==> src/rtl/hilo_pkg.sv <==
// hilo_pkg: shared types and constants for the HI/LO unit.
//   op_e     - 3-bit opcode of an operation that writes HI/LO
//   state_e  - sequencing states of hilo_unit
//   DIV_ITERS - iterations of the restoring divider (one quotient bit each)
package hilo_pkg;

    typedef enum logic [2:0] {
        OP_MULT  = 3'd0,
        OP_MULTU = 3'd1,
        OP_DIV   = 3'd2,
        OP_DIVU  = 3'd3,
        OP_MTHI  = 3'd4,
        OP_MTLO  = 3'd5
    } op_e;

    typedef enum logic [1:0] {
        ST_IDLE = 2'd0,
        ST_MUL  = 2'd1,
        ST_DIV  = 2'd2,
        ST_FIX  = 2'd3
    } state_e;

    localparam int DIV_ITERS = 32;

endpackage

==> src/rtl/hilo_div_iter.sv <==
// div_iter: unsigned 32-bit restoring divider, one quotient bit per cycle.
//   clk, reset   - clock, asynchronous active-high reset
//   start        - load dividend/divisor and begin DIV_ITERS iterations
//   abort        - stop an in-flight divide (result is then ignored)
//   dividend     - unsigned dividend magnitude
//   divisor      - unsigned divisor magnitude (0 yields quot=all ones, rem=dividend)
//   quot, rem    - quotient / remainder, valid once the last iteration has run
//   fin          - high in the cycle whose closing edge performs the last iteration
module div_iter
    import hilo_pkg::*;
(
    input  logic        clk,
    input  logic        reset,
    input  logic        start,
    input  logic        abort,
    input  logic [31:0] dividend,
    input  logic [31:0] divisor,
    output logic [31:0] quot,
    output logic [31:0] rem,
    output logic        fin
);

    logic        running;
    logic [4:0]  cnt;
    logic [32:0] rem_r;
    logic [31:0] quot_r;
    logic [31:0] dvsr;
    logic [33:0] shifted;
    logic [33:0] diff;
    logic        borrow;

    // The quotient register doubles as the dividend shift register: its MSB
    // is shifted into the partial remainder while quotient bits enter at the LSB.
    always_comb begin
        shifted = {rem_r, quot_r[31]};
        diff    = shifted - {2'b00, dvsr};
        borrow  = diff[33];
    end

    always_ff @(posedge clk or posedge reset) begin
        if (reset) begin
            running <= 1'b0;
            cnt     <= '0;
            rem_r   <= '0;
            quot_r  <= '0;
            dvsr    <= '0;
        end else if (abort) begin
            running <= 1'b0;
            cnt     <= '0;
        end else if (start) begin
            running <= 1'b1;
            cnt     <= '0;
            rem_r   <= '0;
            quot_r  <= dividend;
            dvsr    <= divisor;
        end else if (running) begin
            // Restore on borrow: keep the shifted value instead of the difference.
            rem_r  <= borrow ? shifted[32:0] : diff[32:0];
            quot_r <= {quot_r[30:0], ~borrow};
            cnt    <= cnt + 5'd1;
            if (fin) begin
                running <= 1'b0;
            end
        end
    end

    assign fin  = running && (cnt == 5'(DIV_ITERS - 1));
    assign quot = quot_r;
    assign rem  = rem_r[31:0];

endmodule

==> src/rtl/hilo_unit.sv <==
// hilo_unit: owns the HI/LO register pair and sequences MULT/MULTU (fixed
// latency), DIV/DIVU (32-cycle restoring divide plus a sign-fix cycle) and
// MTHI/MTLO (written at the accept edge).
//   clk, reset        - clock, asynchronous active-high reset
//   op_valid, op      - HI/LO-writing operation presented by EX
//   rs_data, rt_data  - operands (rs: multiplicand/dividend/MT source)
//   op_ready          - high only in IDLE; accept = op_valid && op_ready && !flush
//   flush             - abort any in-flight operation, drop an IDLE request
//   busy              - multiply or divide in flight
//   done              - one-cycle pulse after HI/LO were written by mul/div
//   hi, lo            - current HI/LO values
module hilo_unit
    import hilo_pkg::*;
#(
    parameter int MUL_LAT = 1
) (
    input  logic        clk,
    input  logic        reset,
    input  logic        op_valid,
    input  logic [2:0]  op,
    input  logic [31:0] rs_data,
    input  logic [31:0] rt_data,
    output logic        op_ready,
    input  logic        flush,
    output logic        busy,
    output logic        done,
    output logic [31:0] hi,
    output logic [31:0] lo
);

    localparam logic [1:0] MUL_CNT_INIT = 2'(MUL_LAT - 1);

    state_e             state, state_nx;
    op_e                op_in;
    logic               accept;
    logic               is_mul, is_div, is_signed;
    logic [1:0]         mul_cnt;
    logic signed [32:0] mul_a, mul_b;
    logic signed [63:0] product;
    logic               neg_q, neg_r;
    logic               div_start, div_abort, div_fin;
    logic [31:0]        div_quot, div_rem;
    logic [31:0]        dvd_mag, dvs_mag;

    // Two's-complement negate when neg is set; used both to form operand
    // magnitudes and to give the divide results their signs.
    function automatic logic [31:0] cond_neg(input logic [31:0] v, input logic neg);
        return neg ? (32'd0 - v) : v;
    endfunction

    assign op_in     = op_e'(op);
    assign accept    = op_valid && op_ready && !flush;
    assign is_mul    = (op_in == OP_MULT) || (op_in == OP_MULTU);
    assign is_div    = (op_in == OP_DIV)  || (op_in == OP_DIVU);
    assign is_signed = (op_in == OP_MULT) || (op_in == OP_DIV);

    assign dvd_mag   = cond_neg(rs_data, is_signed && rs_data[31]);
    assign dvs_mag   = cond_neg(rt_data, is_signed && rt_data[31]);
    assign div_start = accept && is_div;
    assign div_abort = flush && (state != ST_IDLE);

    // Operands are held sign- or zero-extended to 33 bits, so one signed
    // multiply covers both MULT and MULTU; the low 64 bits are the product.
    assign product = 64'(mul_a) * 64'(mul_b);

    div_iter u_div (
        .clk      (clk),
        .reset    (reset),
        .start    (div_start),
        .abort    (div_abort),
        .dividend (dvd_mag),
        .divisor  (dvs_mag),
        .quot     (div_quot),
        .rem      (div_rem),
        .fin      (div_fin)
    );

    always_ff @(posedge clk or posedge reset) begin
        if (reset) begin
            state <= ST_IDLE;
        end else begin
            state <= state_nx;
        end
    end

    always_comb begin
        state_nx = state;
        busy     = (state != ST_IDLE);
        op_ready = (state == ST_IDLE);
        case (state)
            ST_IDLE: begin
                if (accept && is_mul) begin
                    state_nx = ST_MUL;
                end else if (accept && is_div) begin
                    state_nx = ST_DIV;
                end
            end
            ST_MUL: begin
                if (flush || (mul_cnt == 2'd0)) begin
                    state_nx = ST_IDLE;
                end
            end
            ST_DIV: begin
                if (flush) begin
                    state_nx = ST_IDLE;
                end else if (div_fin) begin
                    state_nx = ST_FIX;
                end
            end
            ST_FIX: begin
                state_nx = ST_IDLE;
            end
            default: begin
                state_nx = ST_IDLE;
            end
        endcase
    end

    always_ff @(posedge clk or posedge reset) begin
        if (reset) begin
            hi      <= '0;
            lo      <= '0;
            done    <= 1'b0;
            mul_cnt <= '0;
            mul_a   <= '0;
            mul_b   <= '0;
            neg_q   <= 1'b0;
            neg_r   <= 1'b0;
        end else begin
            done <= 1'b0;
            case (state)
                ST_IDLE: begin
                    if (accept) begin
                        case (op_in)
                            OP_MTHI: hi <= rs_data;
                            OP_MTLO: lo <= rs_data;
                            OP_MULT, OP_MULTU: begin
                                mul_a   <= {is_signed && rs_data[31], rs_data};
                                mul_b   <= {is_signed && rt_data[31], rt_data};
                                mul_cnt <= MUL_CNT_INIT;
                            end
                            OP_DIV, OP_DIVU: begin
                                // Quotient truncates toward zero; remainder follows the dividend.
                                neg_q <= is_signed && (rs_data[31] ^ rt_data[31]);
                                neg_r <= is_signed && rs_data[31];
                            end
                            default: ;
                        endcase
                    end
                end
                ST_MUL: begin
                    if (!flush) begin
                        if (mul_cnt == 2'd0) begin
                            hi   <= product[63:32];
                            lo   <= product[31:0];
                            done <= 1'b1;
                        end else begin
                            mul_cnt <= mul_cnt - 2'd1;
                        end
                    end
                end
                ST_FIX: begin
                    if (!flush) begin
                        lo   <= cond_neg(div_quot, neg_q);
                        hi   <= cond_neg(div_rem, neg_r);
                        done <= 1'b1;
                    end
                end
                default: ;
            endcase
        end
    end

endmodule
==> config.mk <==
export PLATFORM = sky130hd
export DESIGN_NAME = hilo_unit
export DESIGN_NICKNAME = d
export VERILOG_FILES = /design/src/rtl/hilo_pkg.sv /design/src/rtl/hilo_div_iter.sv /design/src/rtl/hilo_unit.sv
export SDC_FILE = /design/constraint.sdc
export NUM_CORES = 2
export LEC_CHECK = 0
export CAP_MARGIN = 25
export CELL_PAD_IN_SITES_DETAIL_PLACEMENT = 1
export CELL_PAD_IN_SITES_GLOBAL_PLACEMENT = 2
export CORE_MARGIN = 2
export CORE_UTILIZATION = 38
export CTS_CLUSTER_SIZE = 10
export DETAILED_ROUTE_END_ITERATION = 7
export PLACE_DENSITY_LB_ADDON = 0.1
export SLEW_MARGIN = 5
export SYNTH_ARGS = -nofsm -noshare
export SYNTH_HDL_FRONTEND = slang
export SYNTH_SLANG_ARGS = --single-unit
export TNS_END_PERCENT = 10
==> constraint.sdc <==
create_clock -name clk -period 7.7 [get_ports clk]
set_input_delay 1.54 -clock clk [delete_from_list [all_inputs] [get_ports clk]]
set_output_delay 1.54 -clock clk [all_outputs]
set_load 0.01 [all_outputs]
== Word-level counts from Yosys, hierarchy flattened ==
Cells that the tools add are included.
W data, S select, Z words.
Word-level totals
  register bits after elaboration: 240
  bits in latches: 0
  bits in writable memories: 0
  ROM bits: 0
  bits of input ports: 71
  output and inout bits: 67
  word-level logic and storage cells: 120
  memories kept: 0
Cells by class
  add/sub/neg operators: 7
  multiply operators: 1
  divide/modulo/power cells: 0
  $lt $le $gt $ge: 0
  eq/ne operators: 20
  shifts and indexed selects: 0
  mux-type cells: 43
  bitwise logic cells: 3
  reductions and logical operators: 32
Operators by type and width (number)
  $mux W32: 16
  $pmux W32 S3: 2
  $sub A1 B32 Y32 const A: 4
  $mux W33: 3
  $mul A33 B33 Y64: 1
  $sub A34 B32 Y34: 1
  $mux W2: 9
  $mux W5: 3
  $reduce_and A6 Y1: 2
  $ne A2 B2 Y1 const B: 5
  $logic_and A1 B1 Y1: 9
  $reduce_and A3 Y1: 3
  $ne A2 B1 Y1 const B: 4
  $pmux W2 S4: 1
  $mux W1: 7
  $eq A3 B2 Y1 const B: 2
  $eq A3 B3 Y1 const B: 2
  $reduce_bool A2 Y1: 3
  $reduce_bool A3 Y1: 2
  $add A5 B1 Y5 const B: 1
  $eq A5 B5 Y1 const B: 1
  $reduce_and A5 Y1: 1
  $eq A2 B2 Y1 const B: 2
  $logic_not A2 Y1: 2
  14 further kinds: 20

== Longest topological paths before layout ==
  depth after elaboration: 7
  mapped depth: 29
  mapped depth without buffers: 27

== Cells and area by module ==
From an unflattened synthesis, not the netlist that was laid out.
Second synthesis, totals
  cells, all modules: 6024
  area, all modules: 53538.8 µm²
Modules (own cells, without submodules)
  hilo_unit: times used 1, cells each 5288, area an instance 47045.1 µm²
  div_iter: times used 1, cells each 736, area an instance 6493.7 µm²

== Worst setup path after synthesis ==
No wires, ideal clock.
  path type: flip-flop to flip-flop
  start point: reg mul_a[32]
  end point: reg hi[24]
  data arrival time: 7.741 ns
  setup slack: -0.106 ns
  cell stages (with the launch flop): 28
  buffers on the path: 1
  clock period less this slack: 7.806 ns
  cells stage by stage: dfrtp_1 > clkbuf_1 > nand2_1 > inv_1 > fa_1 > inv_1 > fa_1 > inv_1 > fa_1 > fa_1 > inv_1 > fa_1 > inv_1 > fa_1 > fa_1 > inv_1 > fa_1 > inv_1 > ha_1 > and4_1 > o21ai_1 > or3_1 > or3_1 > o211ai_1 > a21oi_1 > or3_1 > a21oi_1 > o22a_1
On the way
  word-level cells in the longest chain between the ends: 4
RTL lines
  start, declared: line hilo_unit.sv:38  | logic signed [32:0] mul_a, mul_b;
  start signal, assigned: line hilo_unit.sv:138  | mul_a <= {is_signed && rs_data[31], rs_data};
  $mul A33 B33 Y64: line hilo_unit.sv:64  | assign product = 64'(mul_a) * 64'(mul_b);
  $mux W32: line hilo_unit.sv:153  | if (mul_cnt == 2'd0) begin
  $mux W32: line hilo_unit.sv:152  | if (!flush) begin
  $pmux W32 S3: line hilo_unit.sv:131  | case (state)
  end signal, assigned: line hilo_unit.sv:135  | OP_MTHI: hi <= rs_data;
  end signal, assigned: line hilo_unit.sv:154  | hi <= product[63:32];
  end signal, assigned: line hilo_unit.sv:165  | hi <= cond_neg(div_rem, neg_r);
  end, declared: line hilo_unit.sv:27  | output logic [31:0] hi,
No other way between the ends. The select of a mux whose other input is x is not followed.
A chain may end at the register's enable or synchronous reset.

== Final worst setup path ==
  start point: reg mul_b[2]
  end point: reg hi[24]
On the way
  word-level cells in the longest chain between the ends: 4
RTL lines
  start, declared: line hilo_unit.sv:38
  start signal, assigned: line hilo_unit.sv:139  | mul_b <= {is_signed && rt_data[31], rt_data};
  $mul A33 B33 Y64: line hilo_unit.sv:64
  $mux W32: line hilo_unit.sv:153
  $mux W32: line hilo_unit.sv:152
  $pmux W32 S3: line hilo_unit.sv:131
No other way between the ends. The select of a mux whose other input is x is not followed.

==> impl_metrics.csv <==
group,metric,value,unit
routing,ant_nets,0,
routing,dr.pass1.iters,5,
sta,min_period,7.84,ns
die,fp.dieW,377,um
sta,hold_viol,0,
global_routing,overflow,0,
yosys,ys_types,77,
die,row_count,136,
yosys,synth_edf_count,0,
yosys,synth_cells,5773,
setup_path,endpoint_kind,"flop",
worst_hold_path,hold_end,"lo[9]",
die,coreArea,0.138,mm^2
die,io_pins,138,
worst_hold_path,holdCritStartpoint,"lo[9]",
yosys,synthFlopType,"dfrtp_1",
clock_network,cts_tree,"done",
yosys,synth_area_leaders,"fa_1 (43%), dfrtp_1 (11%), inv_1 (8.4%)",
yosys,seq_area_frac_synth,0.114,
die,start_util,0.383,
clock_network,h-tree-depth,2,
global_routing,grt_pass1_wl,285000,um
clock_network,clock_path_buffers,3,
setup_path,startpoint_type,"flop",
sta,slew_viol_final,0,
layout,final_nets,7546,
sta,finalCritPeriodShare,1.02,
worst_hold_path,hold_depth,2,
yosys,synth_nets,7221,
setup_path,max_stage_delay,0.66,ns
sta,fin_ws,-0.137,ns
setup_path,criticalPathCategory,"flop to flop",
clock_network,cts.clk_slew.worst_paths,0.06,ns
yosys,yosysWarningCount,0,
routing,drt-initial-drc-count,1846,
layout,drive_gt1_frac,0.115,
setup_path,ff2ff_setup_slack,-0.14,ns
yosys,synth-async-reset-ratio,1.00,
global_routing,grt_pass1_vias,45940,
flow_run,maxCapViolations,0,
setup_path,crit_top_cell,"fa_1",
layout,syn2layout_area_growth,16.3,%
worst_hold_path,min_path_type,"flop to flop",
setup_path,rr_worst_depth,26,
sta,rsz0062_at_grt,"yes",
sta,fmax,0.128,GHz
yosys,syn_area,0.0528,mm^2
yosys,synth.ff_latch_count,240,
routing,drcViolationCount,0,
yosys,netlist_top_cells_count,"inv_1 (1,185), fa_1 (1,126), nand2_1 (750)",
yosys,yosys.area.top_type_share,0.427,
setup_path,r2r-end,"hi[24]",
setup_path,required,8.21,ns
clock_network,clock-sinks,240,
layout,nFillCells,15818,
sta,fin_skew,0.0440,ns
die,die_y,377,um
setup_path,critical_path.max_fanout,18,
layout,multi_input_area,0.0417,mm^2
placement,gp_congestion,0.873,
routing,finalWirelength,185000,um
routing,via_count,40794,
setup_path,regToRegStartpoint,"mul_b[2]",
status,violations,"setup timing",
setup_path,critPathArrivalTime,8.35,ns
status,outcome,"complete, but fails checks",
routing,vias_per_cell,5.15,
die,die_area,0.142,mm^2
sta,holdWs,0.473,ns
setup_path,cp_slowest_cell,"fa_2",
layout,seq_area,0.00601,mm^2
clock_network,cts-buffers-inserted,35,
sta,relSlewSlack,0.380,
sta,worst_pin_slew,0.930,ns
placement,pre_cts_slack,-0.413,ns
clock_network,root_buffer,"clkbuf_16",
global_routing,grt_max_degree,118,
clock_network,clk_latency,0.59,ns
yosys,avgSynthCellArea,9.15,um^2
routing,wire_per_inst,23.3,um
global_routing,grt_usage,0.266,
yosys,synth_top_area_cell,"fa_1",
global_routing,grt_antenna_before_repair,8,
sta,setup_viol,4,
placement,io_buffer_count,137,
placement,post-dp-hpwl,155000,um
yosys,synth.most_common_cell,"inv_1",
metrics by stage:
step	TNS [ns]	area, um^2	cells	util
after detailed placement	-6.30	59600	7839	0.433
after CTS	-0.734	61000	7903	0.443
final	-0.253	61400	7920	0.446
after floorplan	-0.110	52800	5773	-
after global routing	-7.21	61400	7917	0.446
after global placement	-3.71	59600	7838	0.432
critical path: cells and delay by family, from the launching register on:
family | cells | cell delay (ns)
compound gates | 5 | 0.69
fa+ha+maj | 9 | 4.45
buf+inv | 7 | 0.75
flops | 1 | 0.40
simple gates | 5 | 1.50
layout make-up:
type | instances | area share
multi-input combinational | 4038 | 0.679
sequential | 240 | 0.0979
timing repair buffer | 597 | 0.0951
inverter | 1186 | 0.0726
tap | 1794 | 0.0365
clock buffer | 46 | 0.0159
clock inverter | 15 | 0.00330
antenna | 4 | 0.000163
flip-flops by register name (all words and copies together) (netlist names):
signal         count
done               1
hi                32
lo                32
mul_a             33
mul_b             33
mul_cnt            2
neg_q              1
neg_r              1
state              2
u_div.cnt          5
u_div.dvsr        32
u_div.quot        32
u_div.rem_r       33
u_div.running      1
how the worst max path moves through the flow:
stage / startpoint / endpoint / slack, ns / cells after the start
finish: mul_b[2] / hi[24] / -0.14 / 26
global route: mul_b[2] / hi[24] / -0.37 / 25
CTS: mul_b[0] / hi[23] / -0.08 / 29
detailed placement: mul_b[0] / hi[31] / -0.41 / 30
global placement: mul_a[17] / hi[31] / -0.39 / 27
floorplan: mul_a[32] / hi[24] / -0.11 / 27
kinds of logic after synthesis:
family	share of synthesized area
AOI/OAI and AO/OA	0.0836
xor gates and xnor gates	0.0356
adders and majority gates	0.486
buffers and inverters	0.106
DFF	0.114
muxes	0.0199
and+or+nand+nor	0.155
per-layer routing:
layer | vias up | track usage | wire [um]
met5 | - | 0 | 0
met4 | 0 | 0.0728 | 5580
met3 | 193 | 0.0174 | 4900
met2 | 602 | 0.488 | 97100
met1 | 21800 | 0.338 | 77200
li1 | 18199 | - | -
cells in the final DEF, fill, tap and decap left out, drive strengths merged, types with 16 or more instances in the layout:
cell type / synthesis / final
dfrtp: 240 / 240
nand2b: 23 / 23
or3: 26 / 26
clkdlybuf4s50: 0 / 137
nor2: 110 / 110
a211oi: 20 / 20
nand3: 32 / 32
nor3: 33 / 33
nand4: 18 / 18
o211ai: 20 / 20
a22oi: 30 / 30
and2: 548 / 548
a21o: 43 / 43
a21oi: 151 / 151
xnor2: 140 / 140
fa: 1126 / 1126
mux2: 66 / 66
clkbuf: 296 / 46
o21bai: 16 / 16
inv: 1185 / 1183
and3: 17 / 17
xor2: 75 / 75
buf: 13 / 460
mux2i: 31 / 31
o31ai: 35 / 35
o21ai: 249 / 249
nand2: 750 / 750
nor2b: 44 / 44
ha: 251 / 251
what timing repair did:
item	in CTS	in global routing
gates cloned	0	0
setup endpoints to repair	34	37
setup buffers	3	10
resized for setup	49	71
hold buffers	0	0
pin swaps	18	44
Power is not shown: default switching activity piles up to over one toggle a cycle in this logic, so the estimate is an artifact.
